File: config.mk
export PLATFORM = sky130hd
export DESIGN_NAME = display_mux_7seg_flat
export DESIGN_NICKNAME = d
export VERILOG_FILES = /design/src/rtl/display_mux_7seg_if.sv /design/src/rtl/display_mux_7seg.sv /design/src/flat_wrapper.sv
export SDC_FILE = /design/constraint.sdc
export NUM_CORES = 1
export LEC_CHECK = 0
export CORE_MARGIN = 4
export CORE_UTILIZATION = 58
export CTS_BUF_LIST = sky130_fd_sc_hd__clkbuf_4 sky130_fd_sc_hd__clkbuf_8 sky130_fd_sc_hd__clkbuf_16
export CTS_CLUSTER_SIZE = 40
export DETAILED_ROUTE_END_ITERATION = 7
export GPL_TIMING_DRIVEN = 0
export PLACE_DENSITY = 0.84
export REMOVE_ABC_BUFFERS = 1
export SLEW_MARGIN = 15
export SYNTH_ARGS = -nofsm -noshare
export SYNTH_HDL_FRONTEND = slang
export SYNTH_SLANG_ARGS = --single-unit
File: constraint.sdc
create_clock -name clk -period 4.8 [get_ports clk]
set_clock_uncertainty 0.05 [all_clocks]
set_input_delay 0.96 -clock clk [delete_from_list [all_inputs] [get_ports clk]]
set_output_delay 0.96 -clock clk [all_outputs]
set_load 0.02 [all_outputs]
File: src/rtl/display_mux_7seg_if.sv
// Display-mux bus: digit data/load/enable/error flags in, segments/anodes/frame pulse out.
// master = controller driving the display; slave = display_mux_7seg.
interface display_mux_7seg_if #(
    parameter int N_DIGITS = 4
);
    logic [4*N_DIGITS-1:0] datos;
    logic                  carga;
    logic                  habilita;
    logic [N_DIGITS-1:0]   error_dig;
    logic [6:0]            seg;
    logic [N_DIGITS-1:0]   an;
    logic                  frame_done;

    modport master (
        output datos, carga, habilita, error_dig,
        input  seg, an, frame_done
    );

    modport slave (
        input  datos, carga, habilita, error_dig,
        output seg, an, frame_done
    );
endinterface

File: src/rtl/display_mux_7seg.sv
// Multiplexed active-low 7-segment hex driver; optional error-digit blink via DISPLAY_MUX_7SEG_BLINK_EN.
// Latency: seg/an registered one clock after idx; new data shows from digit 0 of the next frame.
// No backpressure: carga always captured; habilita=0 freezes the scan and blanks outputs.
module display_mux_7seg #(
    parameter int N_DIGITS     = 4,
    parameter int REFRESH_DIV  = 50000,
    parameter int BLINK_FRAMES = 64
) (
    input logic                  clk,
    input logic                  rst,
    display_mux_7seg_if.slave    bus
);
    localparam int PW = $clog2(REFRESH_DIV);
    localparam int IW = (N_DIGITS > 1) ? $clog2(N_DIGITS) : 1;
    localparam logic [PW-1:0] PRESC_LAST = PW'(REFRESH_DIV - 1);
    localparam logic [IW-1:0] IDX_LAST   = IW'(N_DIGITS - 1);

    logic [PW-1:0]              r_presc;
    logic [IW-1:0]              r_idx;
    logic [N_DIGITS-1:0][3:0]   r_pend;
    logic [N_DIGITS-1:0][3:0]   r_disp;
    logic [6:0]                 r_seg;
    logic [N_DIGITS-1:0]        r_an;
    logic                       r_frame_done;

    logic                       w_tick;
    logic                       w_wrap;
    logic                       w_blank;
    logic [6:0]                 w_seg_dec;
    logic [N_DIGITS-1:0]        w_an_sel;

    function automatic logic [6:0] hex7(input logic [3:0] v);
        case (v)
            4'h0: hex7 = 7'b1000000;
            4'h1: hex7 = 7'b1111001;
            4'h2: hex7 = 7'b0100100;
            4'h3: hex7 = 7'b0110000;
            4'h4: hex7 = 7'b0011001;
            4'h5: hex7 = 7'b0010010;
            4'h6: hex7 = 7'b0000010;
            4'h7: hex7 = 7'b1111000;
            4'h8: hex7 = 7'b0000000;
            4'h9: hex7 = 7'b0010000;
            4'hA: hex7 = 7'b0001000;
            4'hB: hex7 = 7'b0000011;
            4'hC: hex7 = 7'b1000110;
            4'hD: hex7 = 7'b0100001;
            4'hE: hex7 = 7'b0000110;
            default: hex7 = 7'b0001110;
        endcase
    endfunction

    assign w_tick    = bus.habilita && (r_presc == PRESC_LAST);
    assign w_wrap    = w_tick && (r_idx == IDX_LAST);
    assign w_seg_dec = hex7(r_disp[r_idx]);
    assign w_an_sel  = ~(N_DIGITS'(1) << r_idx);

`ifdef DISPLAY_MUX_7SEG_BLINK_EN
    localparam int BW = (BLINK_FRAMES > 1) ? $clog2(BLINK_FRAMES) : 1;
    localparam logic [BW-1:0] BLINK_LAST = BW'(BLINK_FRAMES - 1);

    logic [BW-1:0] r_blink_cnt;
    logic          r_blink_phase;

    // Phase flips after every BLINK_FRAMES completed frames.
    always_ff @(posedge clk) begin
        if (rst) begin
            r_blink_cnt   <= '0;
            r_blink_phase <= 1'b0;
        end else if (w_wrap) begin
            if (r_blink_cnt == BLINK_LAST) begin
                r_blink_cnt   <= '0;
                r_blink_phase <= ~r_blink_phase;
            end else begin
                r_blink_cnt <= r_blink_cnt + BW'(1);
            end
        end
    end

    assign w_blank = r_blink_phase && bus.error_dig[r_idx];
`else
    localparam int unused_blink_frames = BLINK_FRAMES;
    logic w_unused_err;
    assign w_unused_err = ^bus.error_dig;
    assign w_blank      = 1'b0;
`endif

    always_ff @(posedge clk) begin
        if (rst) begin
            r_presc      <= '0;
            r_idx        <= '0;
            r_pend       <= '0;
            r_disp       <= '0;
            r_seg        <= 7'b1111111;
            r_an         <= '1;
            r_frame_done <= 1'b0;
        end else begin
            if (bus.carga)
                r_pend <= bus.datos;
            // Display only updates on frame wrap; a coincident load bypasses the pending copy.
            if (w_wrap)
                r_disp <= bus.carga ? bus.datos : r_pend;
            if (bus.habilita)
                r_presc <= w_tick ? '0 : r_presc + PW'(1);
            if (w_tick)
                r_idx <= (r_idx == IDX_LAST) ? '0 : r_idx + IW'(1);
            r_frame_done <= w_wrap;
            r_an         <= bus.habilita ? w_an_sel : '1;
            r_seg        <= (bus.habilita && !w_blank) ? w_seg_dec : 7'b1111111;
        end
    end

    assign bus.seg        = r_seg;
    assign bus.an         = r_an;
    assign bus.frame_done = r_frame_done;
endmodule
File: src/flat_wrapper.sv
// flat-port wrapper written by rule: the top's interface ports become plain ports
module display_mux_7seg_flat 
#(
    parameter int N_DIGITS     = 4,
    parameter int REFRESH_DIV  = 50000,
    parameter int BLINK_FRAMES = 64
)
  (clk, rst, bus_datos, bus_carga, bus_habilita, bus_error_dig, bus_seg, bus_an, bus_frame_done);
  display_mux_7seg_if #(.N_DIGITS(N_DIGITS)) bus_i ();
  input logic clk;
  input logic rst;
  input wire logic [$bits(bus_i.datos)-1:0] bus_datos;
  input wire logic [$bits(bus_i.carga)-1:0] bus_carga;
  input wire logic [$bits(bus_i.habilita)-1:0] bus_habilita;
  input wire logic [$bits(bus_i.error_dig)-1:0] bus_error_dig;
  output wire logic [$bits(bus_i.seg)-1:0] bus_seg;
  output wire logic [$bits(bus_i.an)-1:0] bus_an;
  output wire logic [$bits(bus_i.frame_done)-1:0] bus_frame_done;
  assign bus_i.datos = bus_datos;
  assign bus_i.carga = bus_carga;
  assign bus_i.habilita = bus_habilita;
  assign bus_i.error_dig = bus_error_dig;
  assign bus_seg = bus_i.seg;
  assign bus_an = bus_i.an;
  assign bus_frame_done = bus_i.frame_done;
  display_mux_7seg #(.N_DIGITS(N_DIGITS), .REFRESH_DIV(REFRESH_DIV), .BLINK_FRAMES(BLINK_FRAMES)) u_core (.clk(clk), .rst(rst), .bus(bus_i));
endmodule
==> metrics.yaml, run 1 <==
fin_ws_ns: 1.738
hpwl_um: 3098
layout-drive-gt1-share: 0.1385
slew_headroom: 0.3782
fmax_mhz: 326.5
final_common_cell: "dfxtp_1"
async_flop_share: 0
crit_family: "simple AND/OR/NAND/NOR gates"
die-area_sq_um: 5864
peakVddDrop_mv: 0.2554
wire_per_inst_um: 13.07
drt_first_pass_iters: 6
path_depth: 5
worst_setup_path_start_kind: "input port"
finalHoldViolCount: 0
synth_edf_count: 0
crit_chain: "clkdlybuf4s50_1 -> nand4_1 -> nor4_4 -> nand2_4 -> mux2_4"
post_dp_cell_area_sq_um: 3035
worstPathRequired_ns: 4.97
htree_num_levels: 3
utilization: 0.7196
cp_slowest_stage_delay_ns: 0.63
crit_buf_inv: 1
crit_type: "input port to register"
finalInstanceArea_sq_um: 3198
outcome: "finished, final reports clean"
final.period_utilization: 0.6380
vias: 1867
crit_slowest_cell: "clkdlybuf4s50_1"
clkLatencyLatePin_ns: 0.33
r2r_cells: 5
fin_crit_ns: 3.062
rsz0062_at_grt: "no"
grt_pass1_wl_um: 7679
crit_path_start: "bus_habilita"
r2r-end: "u_core.r_disp[9]$_SDFFE_PP0P_"
syn_inst: 264
rrSetupSlack_ns: 2.49
dpl.cell_count: 334
fin_nets: 328
p_sw_uw: 208.9
clkTransAtPathRegs_ns: 0.06
synth_seq_cells: 62
fillCellCount: 328
ys.flop_type: "dfxtp_1"
postCtsResizedCells: 0
ctsHoldBuffers: 0
p_leak_uw: 0.001272
grt_antenna_before_repair: 0
power.density_nw_per_um2: 303.9
synth_area_sq_um: 2728
drt_wl_total_um: 4547
place_ws_ns: 1.396
portBuffers: 31
yosysSeqAreaShare: 0.4550
seqPwrFrac: 0.546
root_buffer: "clkbuf_8"
avgSynthCellArea_sq_um: 10.33
worstSetupEndpoint: "u_core.r_disp[9]$_SDFFE_PP0P_"
clockBufferDepth: 2
worst_pin_slew_ns: 0.9298
setup_viol: 0
path_max_fanout: 17
grt_max_degree: 42
crit_path_end_kind: "register"
drv_cap: 0
gp_congestion: 0.7967
area_growth_pct: 17.25
ant_nets: 0
die_height_um: 76.58
yosysWarnings: 0
viasPerCell: 5.365
cts_tree: "built"
grt_use_total: 0.1645
netSwitchingFraction: 0.2150
core_sq_um: 4444
num_rows: 24
comb_power_share: 0.059
drt_iter0_drc: 123
die_w_um: 76.58
grt_pass1_vias: 1730
cp.arrival_ns: 3.23
p_int_uw: 763.0
overflow: 0
stdcell_count: 348
final_cell_mix: "dfxtp_1, nor2_1, clkdlybuf4s50_1"
num_io_pins: 36
drc: 0
start_util: 0.6137
num_antenna_cells: 0
fin_setup_tns_ns: 0
pwr-share-clk: 0.394
worst_r2r_startpoint: "u_core.r_presc[0]$_SDFFE_PP0P_"
cts_made_buffers: 9
clock-sinks: 62
hp-class: "register to register"
postCtsSetupRepairBufs: 0
slew_violations: 0
synth.distinct_cells: 38
flip-flops by register name, summed over array words and instances, names as in the netlist:
register,flops
u_core.bus.an,4
u_core.r_pend,16
u_core.r_disp,16
u_core.bus.seg,7
u_core.r_idx,2
u_core.r_presc,16
u_core.bus.frame_done,1
metal layers:
metal  up-vias  GRT usage  share of wire  wire length [um]
li1        963          -              -                 -
met2        47     0.2575           0.47              2142
met1       847     0.1985           0.46              2092
met3        10    0.04728          0.044               200
met4         0     0.1014          0.024               111
met5         -          0              0                 0
cell usage after synthesis, types with 2 or more instances:
cell type | n | area, sq um
o22ai_1 | 2 | 12.51
nand4_1 | 6 | 37.54
nand3_1 | 2 | 10.01
inv_1 | 6 | 22.52
mux4_2 | 4 | 90.09
nor4_1 | 3 | 18.77
nor3_1 | 3 | 15.01
xor2_1 | 3 | 26.28
mux2i_1 | 19 | 190.2
nand2_1 | 13 | 48.80
a21oi_1 | 6 | 30.03
nand2b_1 | 6 | 37.54
ha_1 | 11 | 137.6
mux2_2 | 9 | 101.4
buf_2 | 4 | 20.02
clkbuf_1 | 7 | 26.28
xnor2_1 | 9 | 78.83
o21ai_0 | 6 | 30.03
dfxtp_1 | 62 | 1241
or3_1 | 3 | 18.77
a31oi_1 | 2 | 12.51
mux2_4 | 9 | 135.1
nor2_1 | 38 | 142.6
nor2b_1 | 17 | 106.4
final cells by class:
| class | count | area [sq um] | share of cell area |
|---|---|---|---|
| inverters | 6 | 22.52 | 0.007042 |
| repair buffers | 31 | 305.3 | 0.09546 |
| clock inverters | 2 | 10.01 | 0.003130 |
| multi-input cells | 183 | 1401 | 0.4382 |
| flip-flops and latches | 62 | 1241 | 0.3881 |
| clock buffers | 12 | 152.6 | 0.04773 |
| well taps | 52 | 65.06 | 0.02034 |
worst min-delay path, delay by kind of cell (launching register included):
| kind | cells | cell delay (ns) |
|---|---|---|
| compound gates | 1 | 0.05 |
| flops | 1 | 0.33 |
| simple gates | 1 | 0.07 |
worst min path at each step:
stage	start	end	cells past startpoint
2_1_floorplan	u_core.r_presc[1]$_SDFFE_PP0P_	u_core.r_presc[1]$_SDFFE_PP0P_	2
3_3_place_gp	u_core.r_presc[15]$_SDFFE_PP0P_	u_core.r_presc[15]$_SDFFE_PP0P_	2
3_5_place_dp	u_core.r_presc[1]$_SDFFE_PP0P_	u_core.r_presc[1]$_SDFFE_PP0P_	2
4_1_cts	u_core.r_presc[1]$_SDFFE_PP0P_	u_core.r_presc[1]$_SDFFE_PP0P_	2
5_1_grt	u_core.r_presc[15]$_SDFFE_PP0P_	u_core.r_presc[15]$_SDFFE_PP0P_	2
6_report	u_core.r_presc[1]$_SDFFE_PP0P_	u_core.r_presc[1]$_SDFFE_PP0P_	2
kinds of logic after synthesis:
| group | count (synthesis) | synth area share |
|---|---|---|
| XOR/XNOR | 12 | 0.03854 |
| buffers and inverters | 19 | 0.03119 |
| multiplexers | 41 | 0.1895 |
| AND/OR/NAND/NOR | 99 | 0.1908 |
| AO/OA/AOI/OAI | 20 | 0.04450 |
| flip-flops | 62 | 0.4550 |
| adder cells (fa/ha/maj) | 11 | 0.05046 |
power groups by stage:
stage	clock network [uW]	logic [uW]	registers, uW
2_1_floorplan	0	20.9	546
3_3_place_gp	0	58.0	542
3_5_place_dp	0	58.2	542
4_1_cts	391	58.4	531
5_1_grt	415	63.3	531
6_report	383	57.6	531
metrics by stage:
stage,power [uW],hold WS [ns]
6_report,972.0,0.4453
5_1_grt,1010,0.4769
4_1_cts,980.3,0.4471
3_5_place_dp,600.6,0.4367
3_3_place_gp,599.8,0.4272
2_1_floorplan,566.4,0.4060
Power figures use the tool's default switching activity.
==> inputs of run 2 (changes only) <==
--- a/config.mk
+++ b/config.mk
@@ -6,12 +6,12 @@
 export NUM_CORES = 1
 export LEC_CHECK = 0
 export CORE_MARGIN = 4
-export CORE_UTILIZATION = 58
+export CORE_UTILIZATION = 54
 export CTS_BUF_LIST = sky130_fd_sc_hd__clkbuf_4 sky130_fd_sc_hd__clkbuf_8 sky130_fd_sc_hd__clkbuf_16
 export CTS_CLUSTER_SIZE = 40
 export DETAILED_ROUTE_END_ITERATION = 7
 export GPL_TIMING_DRIVEN = 0
-export PLACE_DENSITY = 0.84
+export PLACE_DENSITY = 0.79
 export REMOVE_ABC_BUFFERS = 1
 export SLEW_MARGIN = 15
 export SYNTH_ARGS = -nofsm -noshare
==> constraint.sdc (replaced) <==
create_clock -name clk -period 3.2 [get_ports clk]
set_clock_uncertainty 0.05 [all_clocks]
set_input_delay 0.64 -clock clk [delete_from_list [all_inputs] [get_ports clk]]
set_output_delay 0.64 -clock clk [all_outputs]
set_load 0.02 [all_outputs]
==> run 2 against run 1 <==
  * Via count grew 0.27%
  * Critical endpoint is now u_core.r_disp[12]$_SDFFE_PP0P_
  * Global-route usage increased by 1.1 points
  * Count of clock-buffer cells in the layout is 1 higher
  * First-iteration DRC count is 37% lower
  * Highest routed layer unchanged
==> metrics.yaml, run 2 (synthesis gave the netlist of run 1 again) <==
final_common_cell: "dfxtp_1"
worst_setup_path_start_kind: "input port"
fmax_mhz: 361.3
grt_pass1_vias: 1816  # +5.0%
comb_power_share: 0.052  # -0.007
drt_iter0_drc: 77  # -37%
worstPathRequired_ns: 3.37  # -1.60 ns
drv_cap: 0  # unchanged
die_w_um: 79.07  # +3.3%
grtUsageMet1: 0.2170  # +0.01852
utilization: 0.6834  # -0.03622
root_buffer: "clkbuf_8"
crit_path_start: "bus_habilita"
crit_path_end_kind: "register"
final.period_utilization: 0.8649
grt_max_degree: 42  # unchanged
fin_nets: 328  # unchanged
power.density_nw_per_um2: 513.0  # +69%
htree_num_levels: 3  # unchanged
hpwl_um: 3163  # +2.1%
drc: 0  # unchanged
num_io_pins: 36  # unchanged
drt_wl_total_um: 4776  # +5.0%
postCtsSetupRepairBufs: 0  # unchanged
setup_viol: 0  # unchanged
p_sw_uw: 342.3  # +64%
worst_pin_slew_ns: 0.9524  # +0.02261 ns
vias: 1872  # +0.27%
slew_violations: 0  # unchanged
clock-sinks: 62  # unchanged
gp_congestion: 0.7981  # +0.18%
worstSetupEndpoint: "u_core.r_disp[12]$_SDFFE_PP0P_"
rrSetupSlack_ns: 0.89  # -1.60 ns
final_cell_mix: "dfxtp_1, nor2_1, clkdlybuf4s50_1"
cts_made_buffers: 9  # unchanged
largestRegisters: "u_core.r_disp (16), u_core.r_pend (16), u_core.r_presc (16)"
top_usage_layer: "met2"
core_sq_um: 4817  # +8.4%
rsz0062_at_grt: "no"
use_met3: 0.04422  # -0.003064
grt_antenna_before_repair: 0  # unchanged
grt_pass1_wl_um: 8418  # +9.6%
fin_crit_ns: 2.768
cts_tree: "built"
clkTransAtPathRegs_ns: 0.06  # about the same
clkLatencyLatePin_ns: 0.34  # about the same
start_util: 0.5662  # -0.04751
portBuffers: 31  # unchanged
netSwitchingFraction: 0.2027  # -0.01227
ctsHoldBuffers: 0  # unchanged
seqPwrFrac: 0.471  # -0.075
num_antenna_cells: 0  # unchanged
slew_headroom: 0.3631  # -0.01512
pwr-share-clk: 0.476  # +0.082
path_max_fanout: 17  # unchanged
worst_r2r_startpoint: "u_core.r_presc[0]$_SDFFE_PP0P_"
grt.met2_usage: 0.2744  # +0.01694
finalHoldViolCount: 0  # unchanged
viasPerCell: 5.129  # -4.4%
wire_per_inst_um: 13.08  # +0.14%
num_rows: 25  # +4.2%
drt_first_pass_iters: 4  # -2
power_uw: 1689  # +74%
hold_ws_ns: 0.4490  # +0.003684 ns
r2r-end: "u_core.r_disp[12]$_SDFFE_PP0P_"
layout-drive-gt1-share: 0.1443  # +0.005782
ant_nets: 0  # unchanged
postCtsResizedCells: 0  # unchanged
p_leak_uw: 0.001306  # +2.7%
grt_use_total: 0.1758  # +0.01135
area_growth_pct: 20.69
peakVddDrop_mv: 0.3429  # +34%
crit_type: "input port to register"
cp.arrival_ns: 2.94  # -0.29 ns
die-area_sq_um: 6252  # +6.6%
outcome: "finished, final reports clean"
p_int_uw: 1347  # +76%
r2r_cells: 5  # unchanged
clockBufferDepth: 2  # unchanged
fin_setup_tns_ns: 0  # unchanged
overflow: 0  # unchanged
die_height_um: 79.07  # +3.3%
hp-class: "register to register"
-- run 2: changes by cell type in the layout (fill, tap and decap cells not counted) --
cell and change:
bufinv_16 +2, clkbuf_4 -1, clkbuf_8 +2, clkinv_2 -1
-- run 2: worst max-delay path: stages --
cell	delay (ns)
clkdlybuf4s50_1	0.64
nand4_1	0.40
nor4_4	0.61
nand2_4	0.27
mux2_4	0.36
-- run 2: power groups by stage --
stage,clock network (uW),logic [uW],registers [uW]
final,804,88.7,796
after global routing,864,97.2,797
after CTS,820,89.7,796
after detailed placement,0,89.1,814
after global placement,0,88.0,813
after floorplan,0,31.3,818
-- run 2: worst min-delay path by stage --
stage,start,to,slack [ns],cells after the start
floorplan,u_core.r_presc[1]$_SDFFE_PP0P_,u_core.r_presc[1]$_SDFFE_PP0P_,0.41,2
global placement,u_core.r_presc[15]$_SDFFE_PP0P_,u_core.r_presc[15]$_SDFFE_PP0P_,0.43,2
detailed placement,u_core.r_presc[15]$_SDFFE_PP0P_,u_core.r_presc[15]$_SDFFE_PP0P_,0.44,2
CTS,u_core.r_presc[15]$_SDFFE_PP0P_,u_core.r_presc[15]$_SDFFE_PP0P_,0.44,2
global route,u_core.r_presc[1]$_SDFFE_PP0P_,u_core.r_presc[1]$_SDFFE_PP0P_,0.48,2
finish,u_core.r_presc[15]$_SDFFE_PP0P_,u_core.r_presc[15]$_SDFFE_PP0P_,0.45,2
-- run 2: layout make-up --
class | count | area, sq um
Clock buffer | 13 | 172.7
Clock inverter | 3 | 65.06
Fill cell | 393 | 1525
Inverter | 6 | 22.52
Multi-Input combinational cell | 183 | 1401
Sequential cell | 62 | 1241
Tap cell | 67 | 83.83
Timing Repair Buffer | 31 | 305.3
-- run 2: metal layers --
metal,up-vias,share of wire
met5,-,0
met4,0,0.028
met3,12,0.043
met2,40,0.47
met1,859,0.46
li1,961,-
-- run 2: per-stage QoR --
step	instance area [sq um]	instances	worst slack, ns
finish	3292	365	0.4324
floorplan	2665	251	1.094
detailed placement	3054	349	0.09405
CTS	3292	365	0.4366
global placement	3059	349	0.1017
global route	3292	365	0.2999
==> inputs of run 3 (changes only) <==
==> constraint.sdc (replaced) <==
create_clock -name clk -period 2.6 [get_ports clk]
set_clock_uncertainty 0.05 [all_clocks]
set_input_delay 0.52 -clock clk [delete_from_list [all_inputs] [get_ports clk]]
set_output_delay 0.52 -clock clk [all_outputs]
set_load 0.02 [all_outputs]
==> run 3 against run 2 <==
  * Count of clock-buffer cells in the layout did not move
  * Design area rose by 0.46%
  * Wire length rose by 0.80%
  * Sequential cell count did not move
  * Sequential share of layout area fell by 0.17 points
  * Global-route usage rose by 0.14 points
  * Power rose by 23%
  * Critical path type unchanged
  * Critical endpoint unchanged
  * Largest cell class unchanged
==> metrics.yaml, run 3 (synthesis gave the netlist of run 1 again) <==
crit_buf_inv: 1  # unchanged
core_sq_um: 4817  # unchanged
power.density_nw_per_um2: 628.8  # +23%
holdPathStages: 2  # unchanged
rrSetupSlack_ns: 0.43  # -0.46 ns
drv_cap: 0  # unchanged
r2r_cells: 5  # unchanged
final_common_cell: "dfxtp_1"
worst_r2r_startpoint: "u_core.r_presc[0]$_SDFFE_PP0P_"
grt_use_total: 0.1772  # +0.001443
hpwl_um: 3163  # unchanged
drt_first_pass_iters: 4  # unchanged
slew_headroom: 0.3602  # -0.002945
rsz0062_at_grt: "no"
htree_num_levels: 3  # unchanged
cp.arrival_ns: 2.67  # -0.27 ns
wire_per_inst_um: 13.12  # +0.25%
fin_crit_ns: 2.496
layout-drive-gt1-share: 0.1500  # +0.005705
fillCellCount: 391  # -0.51%
num_rows: 25  # unchanged
crit_family: "simple AND/OR/NAND/NOR gates"
peakVddDrop_mv: 0.4229  # +23%
cts_made_buffers: 9  # unchanged
crit_path_end_kind: "register"
layout.area.seq_sq_um: 1241  # unchanged
post_dp_cell_area_sq_um: 3054  # unchanged
worst_setup_path_start_kind: "input port"
setup_viol: 0  # unchanged
grt_pass1_wl_um: 8493  # +0.89%
clock-sinks: 62  # unchanged
path_max_fanout: 17  # unchanged
viasPerCell: 5.161  # +0.62%
crit_slowest_cell: "clkdlybuf4s50_1"
worst_pin_slew_ns: 0.9568  # +0.004403 ns
clockBufferDepth: 2  # unchanged
start_util: 0.5662  # unchanged
gp_congestion: 0.7981  # unchanged
finalHoldViolCount: 0  # unchanged
drt_wl_total_um: 4814  # +0.80%
largestRegisters: "u_core.r_disp (16), u_core.r_pend (16), u_core.r_presc (16)"
p_leak_uw: 0.001317  # +0.84%
overflow: 0  # unchanged
num_io_pins: 36  # unchanged
holdPathEnd: "u_core.r_presc[15]$_SDFFE_PP0P_"
vias: 1894  # +1.2%
ant_nets: 0  # unchanged
worstPathRequired_ns: 2.77  # -0.60 ns
die_height_um: 79.07  # unchanged
fmax_mhz: 400.6
place_ws_ns: -0.3859  # -0.4800 ns
clkLatencyLatePin_ns: 0.34  # about the same
drt_iter0_drc: 67  # -13%
grt_pass1_vias: 1833  # +0.94%
slew_violations: 0  # unchanged
clkTransAtPathRegs_ns: 0.06  # about the same
final.period_utilization: 0.9601
area_growth_pct: 21.24
crit_chain: "clkdlybuf4s50_1 -> nand4_1 -> nor4_4 -> nand2_4 -> mux2_4"
finalInstanceArea_sq_um: 3307  # +0.46%
num_antenna_cells: 0  # unchanged
grt_antenna_before_repair: 0  # unchanged
final_cell_mix: "dfxtp_1, nor2_1, clkdlybuf4s50_1"
crit_type: "input port to register"
drc: 0  # unchanged
cp_slowest_stage_delay_ns: 0.64  # about the same
root_buffer: "clkbuf_8"
die-area_sq_um: 6252  # unchanged
grt_max_degree: 42  # unchanged
path_depth: 5  # unchanged
die_w_um: 79.07  # unchanged
fin_nets: 330  # +0.61%
cts_tree: "built"
multiInputGateArea_sq_um: 1401  # unchanged
r2r-end: "u_core.r_disp[12]$_SDFFE_PP0P_"
worstHoldStart: "u_core.r_presc[15]$_SDFFE_PP0P_"
outcome: "finished, final reports clean"
fin_ws_ns: 0.1037  # -0.3287 ns
postCtsResizedCells: 0  # unchanged
utilization: 0.6865  # +0.003117
hp-class: "register to register"
portBuffers: 31  # unchanged
-- run 3: cell types whose count changed in the layout (fill, tap and decap cells not counted), sizes merged --
cell,before,now
buf,1,3
-- run 3: where the power goes --
part / total, uW / switching, uW / leakage [uW] / internal, uW
Sequential: 980 / 7.59 / 0.000505 / 973
Clock: 990 / 362 / 0.000123 / 628
Combinational: 109 / 52.4 / 0.000689 / 56.7
Total: 2080 / 422 / 0.00132 / 1660
-- run 3: per-stage QoR --
| stage | power (uW) | setup TNS (ns) | instances | hold WS, ns |
|---|---|---|---|---|
| floorplan | 1046 | 0 | 251 | 0.4060 |
| global placement | 1109 | -10.06 | 349 | 0.4264 |
| finish | 2079 | 0 | 367 | 0.4492 |
| global route | 2165 | 0 | 367 | 0.4790 |
| CTS | 2100 | 0 | 367 | 0.4442 |
| detailed placement | 1111 | -9.085 | 349 | 0.4354 |
-- run 3: layout make-up --
class | count | share of cell area
Clock inverter | 3 | 0.01967
Sequential cell | 62 | 0.3753
Tap cell | 67 | 0.02535
Timing Repair Buffer | 33 | 0.09686
Inverter | 6 | 0.006810
Multi-Input combinational cell | 183 | 0.4238
Clock buffer | 13 | 0.05221
-- run 3: what timing repair did --
item,CTS,global route
hold buffers,0,0
endpoints found under the setup margin,16,0
setup buffers,2,0
-- run 3: worst max-delay path by stage --
stage                                           endpoint                            from
final                     u_core.r_disp[12]$_SDFFE_PP0P_                    bus_habilita
after global routing      u_core.r_disp[10]$_SDFFE_PP0P_                    bus_habilita
after CTS                 u_core.r_disp[12]$_SDFFE_PP0P_                    bus_habilita
after detailed placement   u_core.r_disp[6]$_SDFFE_PP0P_                    bus_habilita
after global placement     u_core.r_disp[4]$_SDFFE_PP0P_                    bus_habilita
after floorplan           u_core.r_disp[10]$_SDFFE_PP0P_  u_core.r_presc[4]$_SDFFE_PP0P_
-- run 3: worst reg2reg max path: cells and delay by family (launching register included) --
| kind | cells | cell delay, ns |
|---|---|---|
| flip-flops | 1 | 0.38 |
| multiplexers | 1 | 0.36 |
| AND/OR/NAND/NOR | 3 | 1.09 |
| adder cells (fa/ha/maj) | 1 | 0.18 |
-- run 3: metal layers --
layer	GRT usage	vias up	wire length [um]
met5	0	-	0
li1	-	968	-
met3	0.04422	11	207
met4	0.1082	0	136
met1	0.2192	875	2181
met2	0.2769	40	2289
